## config.mk

```make
export PLATFORM = sky130hd
export DESIGN_NAME = textcon_flat
export DESIGN_NICKNAME = d
export VERILOG_FILES = /design/src/rtl/textcon_if.sv /design/src/rtl/textcon.sv /design/src/flat_wrapper.sv
export SDC_FILE = /design/constraint.sdc
export NUM_CORES = 1
export LEC_CHECK = 0
export CAP_MARGIN = 0
export CORE_ASPECT_RATIO = 0.7
export CORE_MARGIN = 5
export CORE_UTILIZATION = 45
export DETAILED_ROUTE_END_ITERATION = 10
export PLACE_DENSITY = 0.68
export SETUP_SLACK_MARGIN = 0.2
export SYNTH_ARGS = -nofsm -noshare
export SYNTH_HDL_FRONTEND = slang
export SYNTH_SLANG_ARGS = --single-unit
```

## constraint.sdc

```tcl
create_clock -name clk_sys -period 8.5 [get_ports clk_sys]
set_input_delay 2.125 -clock clk_sys [delete_from_list [all_inputs] [get_ports clk_sys]]
set_output_delay 2.125 -clock clk_sys [all_outputs]
set_load 0.005 [all_outputs]
```

## src/rtl/textcon_if.sv

```systemverilog
// Character-input and text-RAM write bus of the text console controller.
// master = character source / tram side, slave = textcon.
interface textcon_if #(
  parameter int unsigned TRAM_ADDRW = 11,
  parameter int unsigned WORD       = 32,
  parameter int unsigned BYTE_CNT   = 4
);
  logic [7:0]            char_in;
  logic                  char_valid;
  logic                  char_ready;
  logic [7:0]            colr;
  logic                  clear;
  logic [BYTE_CNT-1:0]   tram_we;
  logic [TRAM_ADDRW-1:0] tram_addr;
  logic [WORD-1:0]       tram_din;

  modport master (
    output char_in, char_valid, colr, clear,
    input  char_ready, tram_we, tram_addr, tram_din
  );

  modport slave (
    input  char_in, char_valid, colr, clear,
    output char_ready, tram_we, tram_addr, tram_din
  );
endinterface

```

## src/rtl/textcon.sv

```systemverilog
// Text console controller: cursor tracking, wrap, scroll and clear into a text RAM.
// Optional feature: define TEXTCON_BKSP_EN to treat 0x08 as destructive backspace.
module textcon #(
  parameter int unsigned TRAM_ADDRW = 11,
  parameter int unsigned TRAM_HRES  = 84,
  parameter int unsigned TRAM_VRES  = 24,
  parameter int unsigned WORD       = 32,
  parameter int unsigned BYTE_CNT   = 4
) (
  input  logic                  clk_sys,
  input  logic                  rst_sys,
  textcon_if.slave              bus,
  output logic [TRAM_ADDRW-1:0] scroll_offs,
  output logic [7:0]            cur_x,
  output logic [7:0]            cur_y,
  output logic                  busy
);

  localparam int unsigned SCREEN = TRAM_HRES * TRAM_VRES;
  localparam int unsigned WIDE   = TRAM_ADDRW + 18;
  localparam int unsigned CW     = TRAM_ADDRW + 1;

`ifdef TEXTCON_BKSP_EN
  localparam bit BKSP_EN = 1'b1;
`else
  localparam bit BKSP_EN = 1'b0;
`endif

  typedef enum logic [2:0] {IDLE, WRITE, ADV, CLR_LINE, CLR_ALL} state_t;

  state_t                state, state_d;
  logic [7:0]            colr_q, colr_d;
  logic                  bksp_q, bksp_d;
  logic [CW-1:0]         cnt, cnt_d;
  logic [7:0]            x_d, y_d;
  logic [TRAM_ADDRW-1:0] offs_d;
  logic [BYTE_CNT-1:0]   we_d;
  logic [TRAM_ADDRW-1:0] addr_d;
  logic [WORD-1:0]       din_d;
  logic                  nl;

  function automatic logic [TRAM_ADDRW-1:0] wrap(input logic [WIDE-1:0] v);
    return TRAM_ADDRW'(v % WIDE'(SCREEN));
  endfunction

  // Full-width sum before the modulo so offset + row base never truncates.
  function automatic logic [TRAM_ADDRW-1:0] cell_addr(input logic [TRAM_ADDRW-1:0] offs,
                                                       input logic [7:0] x,
                                                       input logic [7:0] y);
    return wrap(WIDE'(offs) + WIDE'(y) * WIDE'(TRAM_HRES) + WIDE'(x));
  endfunction

  function automatic logic [WORD-1:0] cell_word(input logic [7:0] c, input logic [7:0] a);
    return WORD'({a, c});
  endfunction

  assign bus.char_ready = (state == IDLE) && !bus.clear;

  always_comb begin
    state_d = state;
    colr_d  = colr_q;
    bksp_d  = bksp_q;
    cnt_d   = cnt;
    x_d     = cur_x;
    y_d     = cur_y;
    offs_d  = scroll_offs;
    we_d    = '0;
    addr_d  = bus.tram_addr;
    din_d   = bus.tram_din;
    nl      = 1'b0;

    case (state)
      IDLE: begin
        if (bus.clear) begin
          state_d = CLR_ALL;
          colr_d  = bus.colr;
          we_d    = '1;
          addr_d  = '0;
          din_d   = cell_word(8'h20, bus.colr);
          cnt_d   = CW'(1);
        end else if (bus.char_valid) begin
          colr_d = bus.colr;
          bksp_d = 1'b0;
          if (bus.char_in == 8'h0A) begin
            nl = 1'b1;
          end else if (bus.char_in == 8'h0D) begin
            x_d = 8'd0;
          end else if (BKSP_EN && bus.char_in == 8'h08) begin
            bksp_d  = 1'b1;
            x_d     = (cur_x != 8'd0) ? cur_x - 8'd1 : cur_x;
            state_d = WRITE;
            we_d    = '1;
            addr_d  = cell_addr(scroll_offs, x_d, cur_y);
            din_d   = cell_word(8'h20, bus.colr);
          end else begin
            state_d = WRITE;
            we_d    = '1;
            addr_d  = cell_addr(scroll_offs, cur_x, cur_y);
            din_d   = cell_word(bus.char_in, bus.colr);
          end
        end
      end
      WRITE: state_d = bksp_q ? IDLE : ADV;
      ADV: begin
        if (cur_x < 8'(TRAM_HRES - 1)) begin
          x_d     = cur_x + 8'd1;
          state_d = IDLE;
        end else begin
          nl = 1'b1;
        end
      end
      CLR_LINE: begin
        if (cnt < CW'(TRAM_HRES)) begin
          we_d   = '1;
          addr_d = wrap(WIDE'(bus.tram_addr) + WIDE'(1));
          cnt_d  = cnt + CW'(1);
        end else begin
          state_d = IDLE;
        end
      end
      CLR_ALL: begin
        if (cnt < CW'(SCREEN)) begin
          we_d   = '1;
          addr_d = bus.tram_addr + TRAM_ADDRW'(1);
          cnt_d  = cnt + CW'(1);
        end else begin
          state_d = IDLE;
          offs_d  = '0;
          x_d     = 8'd0;
          y_d     = 8'd0;
        end
      end
      default: state_d = IDLE;
    endcase

    // Newline from LF or last-column wrap; scrolling starts the bottom-row blanking.
    if (nl) begin
      x_d = 8'd0;
      if (cur_y < 8'(TRAM_VRES - 1)) begin
        y_d     = cur_y + 8'd1;
        state_d = IDLE;
      end else begin
        offs_d  = wrap(WIDE'(scroll_offs) + WIDE'(TRAM_HRES));
        state_d = CLR_LINE;
        we_d    = '1;
        addr_d  = cell_addr(offs_d, 8'd0, 8'(TRAM_VRES - 1));
        din_d   = cell_word(8'h20, colr_d);
        cnt_d   = CW'(1);
      end
    end
  end

  always_ff @(posedge clk_sys) begin
    if (rst_sys) begin
      state         <= IDLE;
      colr_q        <= 8'd0;
      bksp_q        <= 1'b0;
      cnt           <= '0;
      cur_x         <= 8'd0;
      cur_y         <= 8'd0;
      scroll_offs   <= '0;
      bus.tram_we   <= '0;
      bus.tram_addr <= '0;
      bus.tram_din  <= '0;
      busy          <= 1'b0;
    end else begin
      state         <= state_d;
      colr_q        <= colr_d;
      bksp_q        <= bksp_d;
      cnt           <= cnt_d;
      cur_x         <= x_d;
      cur_y         <= y_d;
      scroll_offs   <= offs_d;
      bus.tram_we   <= we_d;
      bus.tram_addr <= addr_d;
      bus.tram_din  <= din_d;
      busy          <= (state_d != IDLE);
    end
  end

endmodule

```

## src/flat_wrapper.sv

```systemverilog
// flat-port wrapper written by rule: the top's interface ports become plain ports
module textcon_flat 
#(
  parameter int unsigned TRAM_ADDRW = 11,
  parameter int unsigned TRAM_HRES  = 84,
  parameter int unsigned TRAM_VRES  = 24,
  parameter int unsigned WORD       = 32,
  parameter int unsigned BYTE_CNT   = 4
)
  (clk_sys, rst_sys, scroll_offs, cur_x, cur_y, busy, bus_char_in, bus_char_valid, bus_colr, bus_clear, bus_char_ready, bus_tram_we, bus_tram_addr, bus_tram_din);
  textcon_if #(.TRAM_ADDRW(TRAM_ADDRW), .WORD(WORD), .BYTE_CNT(BYTE_CNT)) bus_i ();
  input  logic clk_sys;
  input  logic rst_sys;
  output logic [TRAM_ADDRW-1:0] scroll_offs;
  output logic [7:0] cur_x;
  output logic [7:0] cur_y;
  output logic busy;
  input wire logic [$bits(bus_i.char_in)-1:0] bus_char_in;
  input wire logic [$bits(bus_i.char_valid)-1:0] bus_char_valid;
  input wire logic [$bits(bus_i.colr)-1:0] bus_colr;
  input wire logic [$bits(bus_i.clear)-1:0] bus_clear;
  output wire logic [$bits(bus_i.char_ready)-1:0] bus_char_ready;
  output wire logic [$bits(bus_i.tram_we)-1:0] bus_tram_we;
  output wire logic [$bits(bus_i.tram_addr)-1:0] bus_tram_addr;
  output wire logic [$bits(bus_i.tram_din)-1:0] bus_tram_din;
  assign bus_i.char_in = bus_char_in;
  assign bus_i.char_valid = bus_char_valid;
  assign bus_i.colr = bus_colr;
  assign bus_i.clear = bus_clear;
  assign bus_char_ready = bus_i.char_ready;
  assign bus_tram_we = bus_i.tram_we;
  assign bus_tram_addr = bus_i.tram_addr;
  assign bus_tram_din = bus_i.tram_din;
  textcon #(.TRAM_ADDRW(TRAM_ADDRW), .TRAM_HRES(TRAM_HRES), .TRAM_VRES(TRAM_VRES), .WORD(WORD), .BYTE_CNT(BYTE_CNT)) u_core (.clk_sys(clk_sys), .rst_sys(rst_sys), .bus(bus_i), .scroll_offs(scroll_offs), .cur_x(cur_x), .cur_y(cur_y), .busy(busy));
endmodule
```

==> results of run 1 <==
==> worst paths after layout <==
check,cells past startpoint,endpoint,slack [ns],start
setup reg to reg,24,u_core.bus.tram_addr[9]$_SDFF_PP0_,0.73,u_core.cur_y[1]$_SDFF_PP0_
hold / removal,2,u_core.bus.tram_din[1]$_SDFF_PP0_,0.46,u_core.bus.tram_din[1]$_SDFF_PP0_
hold reg to reg,2,u_core.bus.tram_din[1]$_SDFF_PP0_,0.46,u_core.bus.tram_din[1]$_SDFF_PP0_
setup / recovery,24,u_core.bus.tram_addr[9]$_SDFF_PP0_,0.73,u_core.cur_y[1]$_SDFF_PP0_
==> cells in the mapped netlist, drive strengths merged, types with 12 or more instances <==
cell / n
a211oi: 13
a21oi: 78
a31oi: 14
and2: 15
and3: 40
buf: 12
clkbuf: 25
dfxtp: 95
ha: 52
inv: 14
mux2i: 20
nand2: 63
nand2b: 13
nand3: 28
nor2: 122
nor3: 26
o21a: 12
o21ai: 44
xnor2: 32
xor2: 24
==> critical path: stages (launching register included) <==
cell	delay [ns]
dfxtp_1	0.51
ha_1	0.29
ha_1	0.25
fa_1	0.44
ha_1	0.39
a21oi_1	0.26
o21ai_0	0.15
xor2_1	0.16
ha_1	0.40
a2111oi_2	0.41
o21ai_1	0.16
a221oi_2	0.41
nand4_1	0.18
or3_4	0.38
nand3_1	0.09
a31oi_1	0.10
o311ai_2	0.65
a41oi_1	0.25
or3_1	0.44
a2111o_1	0.49
a21o_1	0.24
a311oi_1	0.28
o22ai_1	0.21
or4_1	0.43
nand3_1	0.09
==> final cells by class <==
type                       instances  area (sq um)  share of cell area (%)
clock inverter                     7          86.3                    1.01
tap                              200           250                    2.91
timing repair buffer             100           983                    11.5
clock buffer                       9           225                    2.62
inverter                          14          52.6                   0.612
sequential                        95          1900                    22.2
multi-input combinational        761          5090                    59.2
==> kinds of logic after synthesis <==
logic type                 synth area share (%)
AOI/OAI and AO/OA                          24.2
xor gates and xnor gates                   7.23
adders and majority gates                  10.3
buffers and inverters                      2.99
DFF                                        26.4
muxes                                      3.09
and+or+nand+nor                            25.7
==> sequential cells by signal, summed over array words and instances, names as in the netlist <==
signal,count
u_core.bus.tram_din,32
u_core.cnt,12
u_core.bus.tram_addr,11
u_core.scroll_offs,11
u_core.colr_q,8
u_core.cur_x,8
u_core.cur_y,8
u_core.state,3
u_core.bus.tram_we,1
u_core.busy,1
==> layer usage <==
| metal | vias to the layer above | GRT usage [%] |
|---|---|---|
| li1 | 3493 | - |
| met1 | 3235 | 32.7 |
| met2 | 210 | 28.6 |
| met3 | 25 | 5.72 |
| met4 | 0 | 4.60 |
| met5 | - | 0 |
==> through the flow <==
| stage | utilization (%) | power [W] | setup WS [ns] | std cells | area (sq um) |
|---|---|---|---|---|---|
| finish | 55.1 | 0.00100 | 0.730 | 1186 | 8590 |
| global route | 55.1 | 0.00104 | 0.254 | 1186 | 8590 |
| CTS | 55.1 | 0.00101 | 0.807 | 1186 | 8590 |
| detailed placement | 53.1 | 0.000592 | 0.866 | 1170 | 8270 |
| global placement | 53.1 | 0.000592 | 1.11 | 1170 | 8270 |
| floorplan | - | 0.000543 | 1.78 | 907 | 7200 |
==> power breakdown <==
part	internal (W)	switching (W)
registers	0.000459	0.00000989
clock network	0.000210	0.000208
logic	0.0000519	0.0000631
==> impl_metrics.tcl, run 1 <==
set metrics [dict create \
    antenna_found_initial 0 \
    cts_tree "done" \
    drt_iter0_markers 506 \
    drc 0 \
    period_needed_ns 7.77 \
    clock_tree.buffer_depth 2 \
    fin_nets 1057 \
    routed_wl_um 20000 \
    slew_violations 0 \
    rows 38 \
    die_w_um 161 \
    yosysWarnings 0 \
    fin_setup_tns_ns 0 \
    yosys-top-cells-area "dfxtp_1, ha_1, nor2_1" \
    hold_buffers 0 \
    route.met3.wl_um 1540 \
    synthFlopType "dfxtp_1" \
    cts_root_buffer "clkbuf_16" \
    grt_usage_pct 21.0 \
    start_util_pct 46.2 \
    synthCells 907 \
    route.met2.wl_um 7860 \
    worst_pin_slew_ns 1.10 \
    cts-buffers-inserted 9 \
    nFillCells 1473 \
    syn_nets 983 \
    maxSlewHeadroom_pct 26.2 \
    worstPathRequired_ns 8.79 \
    yosys_register_bits 95 \
    boundaryPins 96 \
    cp-end-kind "flip-flop" \
    cp.arrival_ns 8.06 \
    rsz0062_at_grt "false" \
    grt_pass1_vias 6284 \
    powerDensity_mw_per_mm2 117 \
    hold_violations 0 \
    setup_viol 0 \
    drt-met1-wl_um 10300 \
    grt_pass1_wl_um 32500 \
    grt_overflow 0 \
    synth_edf_count 0 \
    post_cts_resized 0 \
    peakVddDrop_mv 0.108 \
    core-area_sq_mm 0.0156 \
    path_max_fanout 11 \
    antenna_left 0 \
    final_common_cell "nor2_1" \
    netlist_area_sq_mm 0.00720 \
    crit_type "reg2reg" \
    drive_gt1_share_pct 5.38 \
    final_cell_mix "nor2_1, dfxtp_1, clkdlybuf4s50_1" \
    n_antenna_cell 0 \
    holdWs_ns 0.461 \
    critPathLaunchType "flip-flop" \
    fmax_mhz 129 \
    die-height_um 116 \
    vias 6963 \
    viasPerCell 5.87 \
    clkTransAtPathRegs_ns 0.08 \
    seq_area_frac_synth_pct 26.4 \
    async_reset_ff_share_pct 0 \
    clock-sinks 95 \
    wire_per_inst_um 16.8 \
    finClkSkew_ns 0.0114 \
    h-tree-depth 3 \
    hold_class "reg2reg" \
    area_growth_pct 19.3 \
    hpwl_um 15200 \
    io_buffers 95 \
    cap_violations 0 \
    cts_setup_buffers 0 \
    syn_avg_cell_area_sq_um 7.94 \
    yosysUniqueCellTypes 91 \
    place_congestion 0.907 \
    p_leak_nw 3.54 \
    status "completed" \
    grt_max_degree 46 \
    firstDrtPassIters 5 \
    dieArea_sq_mm 0.0187 \
    clock_latency_ns 0.36 \
    top_layer "met4" \
    post-route-period-util_pct 91.4 \
    synth_top_area_share_pct 26.4 \
    synth_area_leader_cell "dfxtp_1" \
]
Power figures use the tool's default switching activity.
==> run 2: changes to the inputs <==
- CAP_MARGIN: 0 -> not set
==> results of run 2 <==
Final layout, timing and power as in run 1 (identical DEF).
==> run 3: changes to the inputs <==
- CORE_ASPECT_RATIO: 0.7 -> not set
- SKIP_CTS_REPAIR_TIMING: not set -> 1
==> run 3 against run 2 <==
  * Global-route usage grew 0.067 points
  * Cell area grew 0.15%
  * Clock power shrank 5.3%
  * Routed wire length shrank 1.6%
  * Cell count grew 1.4%
  * Power shrank 2.3%
  * Critical path depth is the same
  * Setup slack gained 0.092 ns
  * Combinational power is essentially flat
  * Largest cell class unchanged
  * Largest power group unchanged
==> impl_metrics.tcl, run 3 (synthesized netlist as in run 1, its figures left out) <==
set metrics [dict create \
    die_w_um 136 \
    gr-usage-met1_pct 29.6 \
    viasPerCell 5.68 \
    clock_tree.buffer_depth 2 \
    setup_viol 0 \
    regMostFlops "u_core.bus.tram_din" \
    clock_latency_ns 0.35 \
    vias 6833 \
    hold_violations 0 \
    h-tree-depth 3 \
    firstDrtPassIters 5 \
    fin_setup_tns_ns 0 \
    wire_per_inst_um 16.3 \
    critPathLaunchType "flip-flop" \
    die-height_um 136 \
    nFillCells 1541 \
    grt_overflow 0 \
    boundaryPins 96 \
    fin_ws_ns 0.822 \
    hpwl_um 15100 \
    cap_violations 0 \
    final_common_cell "nor2_1" \
    status "completed" \
    grt_util_met3_pct 4.59 \
    grt_pass1_wl_um 32000 \
    peakVddDrop_mv 0.115 \
    drt_iter0_markers 471 \
    antenna_left 0 \
    seq_area_sq_mm 0.00190 \
    place_congestion 0.928 \
    worst_pin_slew_ns 0.916 \
    cts_root_buffer "clkbuf_16" \
    cts_tree "done" \
    powerDensity_mw_per_mm2 114 \
    cp.arrival_ns 7.97 \
    io_buffers 95 \
    p_total_w 0.000979 \
    largest_register_ffs 32 \
    grt_pass1_vias 6345 \
    numPlacedInstances 1187 \
    dieArea_sq_mm 0.0186 \
    multiInputGateArea_sq_mm 0.00509 \
    n_antenna_cell 0 \
    maxSlewHeadroom_pct 38.5 \
    area_growth_pct 19.4 \
    path_max_fanout 11 \
    clkTransAtPathRegs_ns 0.07 \
    finClkSkew_ns 0.0108 \
    fin_nets 1058 \
    routed_wl_um 19600 \
    p_leak_nw 3.53 \
    fmax_mhz 130 \
    layoutNonFillerInstCount 1203 \
    pre_cts_ws_ns 0.985 \
    crit_type "reg2reg" \
    clock-sinks 95 \
    cts-buffers-inserted 9 \
    antenna_found_initial 0 \
    drc 0 \
    worstPathRequired_ns 8.79 \
    grt_util_met2_pct 32.8 \
    rows 46 \
    final_cell_mix "nor2_1, clkdlybuf4s50_1, dfxtp_1" \
    drive_gt1_share_pct 5.37 \
    hold_class "reg2reg" \
    grt_max_degree 46 \
    gr-max-usage-layer "met2" \
    reg_top3 "u_core.bus.tram_din: 32 flops, u_core.cnt: 12 flops" \
    grt_usage_pct 21.1 \
    period_needed_ns 7.68 \
    start_util_pct 45.7 \
    cp-end-kind "flip-flop" \
    rsz0062_at_grt "false" \
    core-area_sq_mm 0.0158 \
    post-route-period-util_pct 90.3 \
    slew_violations 0 \
]
## run 3: cell count changes in the layout (fill, tap and decap cells not counted), sizes merged
cell | before | now
clkdlybuf4s50 | 94 | 95
clkinv | 5 | 3
inv | 16 | 17
clkinvlp | 0 | 1
## run 3: per-stage QoR
stage                     util [%]  instance area [sq um]  hold WS [ns]
final                         54.5                   8600         0.469
after global routing          54.5                   8600         0.497
after CTS                     54.5                   8600         0.471
after detailed placement      52.7                   8310         0.463
after global placement        52.7                   8310         0.457
after floorplan                  -                   7200         0.448
## run 3: routing by layer
metal	wire length, um	vias to the layer above
met2	8670	185
met3	1220	23
li1	-	3509
met5	0	-
met1	9430	3116
met4	326	0
## run 3: power breakdown
group          internal [W]  leakage [nW]  switching, W
sequential         0.000459         0.771    0.00000945
combinational     0.0000524          2.62     0.0000627
clock              0.000205         0.141      0.000190
## run 3: path summary, 6_finish.rpt
path	start	endpoint	slack, ns	cells past startpoint
worst max-delay path	u_core.cur_y[1]$_SDFF_PP0_	u_core.bus.tram_addr[9]$_SDFF_PP0_	0.82	24
worst min-delay path	u_core.bus.tram_din[1]$_SDFF_PP0_	u_core.bus.tram_din[1]$_SDFF_PP0_	0.47	2
worst max register to register	u_core.cur_y[1]$_SDFF_PP0_	u_core.bus.tram_addr[9]$_SDFF_PP0_	0.82	24
worst min register to register	u_core.bus.tram_din[1]$_SDFF_PP0_	u_core.bus.tram_din[1]$_SDFF_PP0_	0.47	2
## run 3: final cells by class
cell class / instances / area share (%)
tap: 216 / 3.14
clock inverter: 7 / 0.771
sequential: 95 / 22.1
timing repair buffer: 101 / 11.6
clock buffer: 9 / 2.62
multi-input combinational: 761 / 59.2
inverter: 14 / 0.611
## run 3: critical path: stages, from the launching register on
cell,delay (ns)
dfxtp_1,0.49
ha_1,0.29
ha_1,0.26
fa_1,0.44
ha_1,0.39
a21oi_1,0.27
o21ai_0,0.15
xor2_1,0.16
ha_1,0.38
a2111oi_2,0.38
o21ai_1,0.17
a221oi_2,0.38
nand4_1,0.18
or3_4,0.38
nand3_1,0.09
a31oi_1,0.09
o311ai_2,0.66
a41oi_1,0.24
or3_1,0.44
a2111o_1,0.48
a21o_1,0.23
a311oi_1,0.30
o22ai_1,0.23
or4_1,0.44
nand3_1,0.09
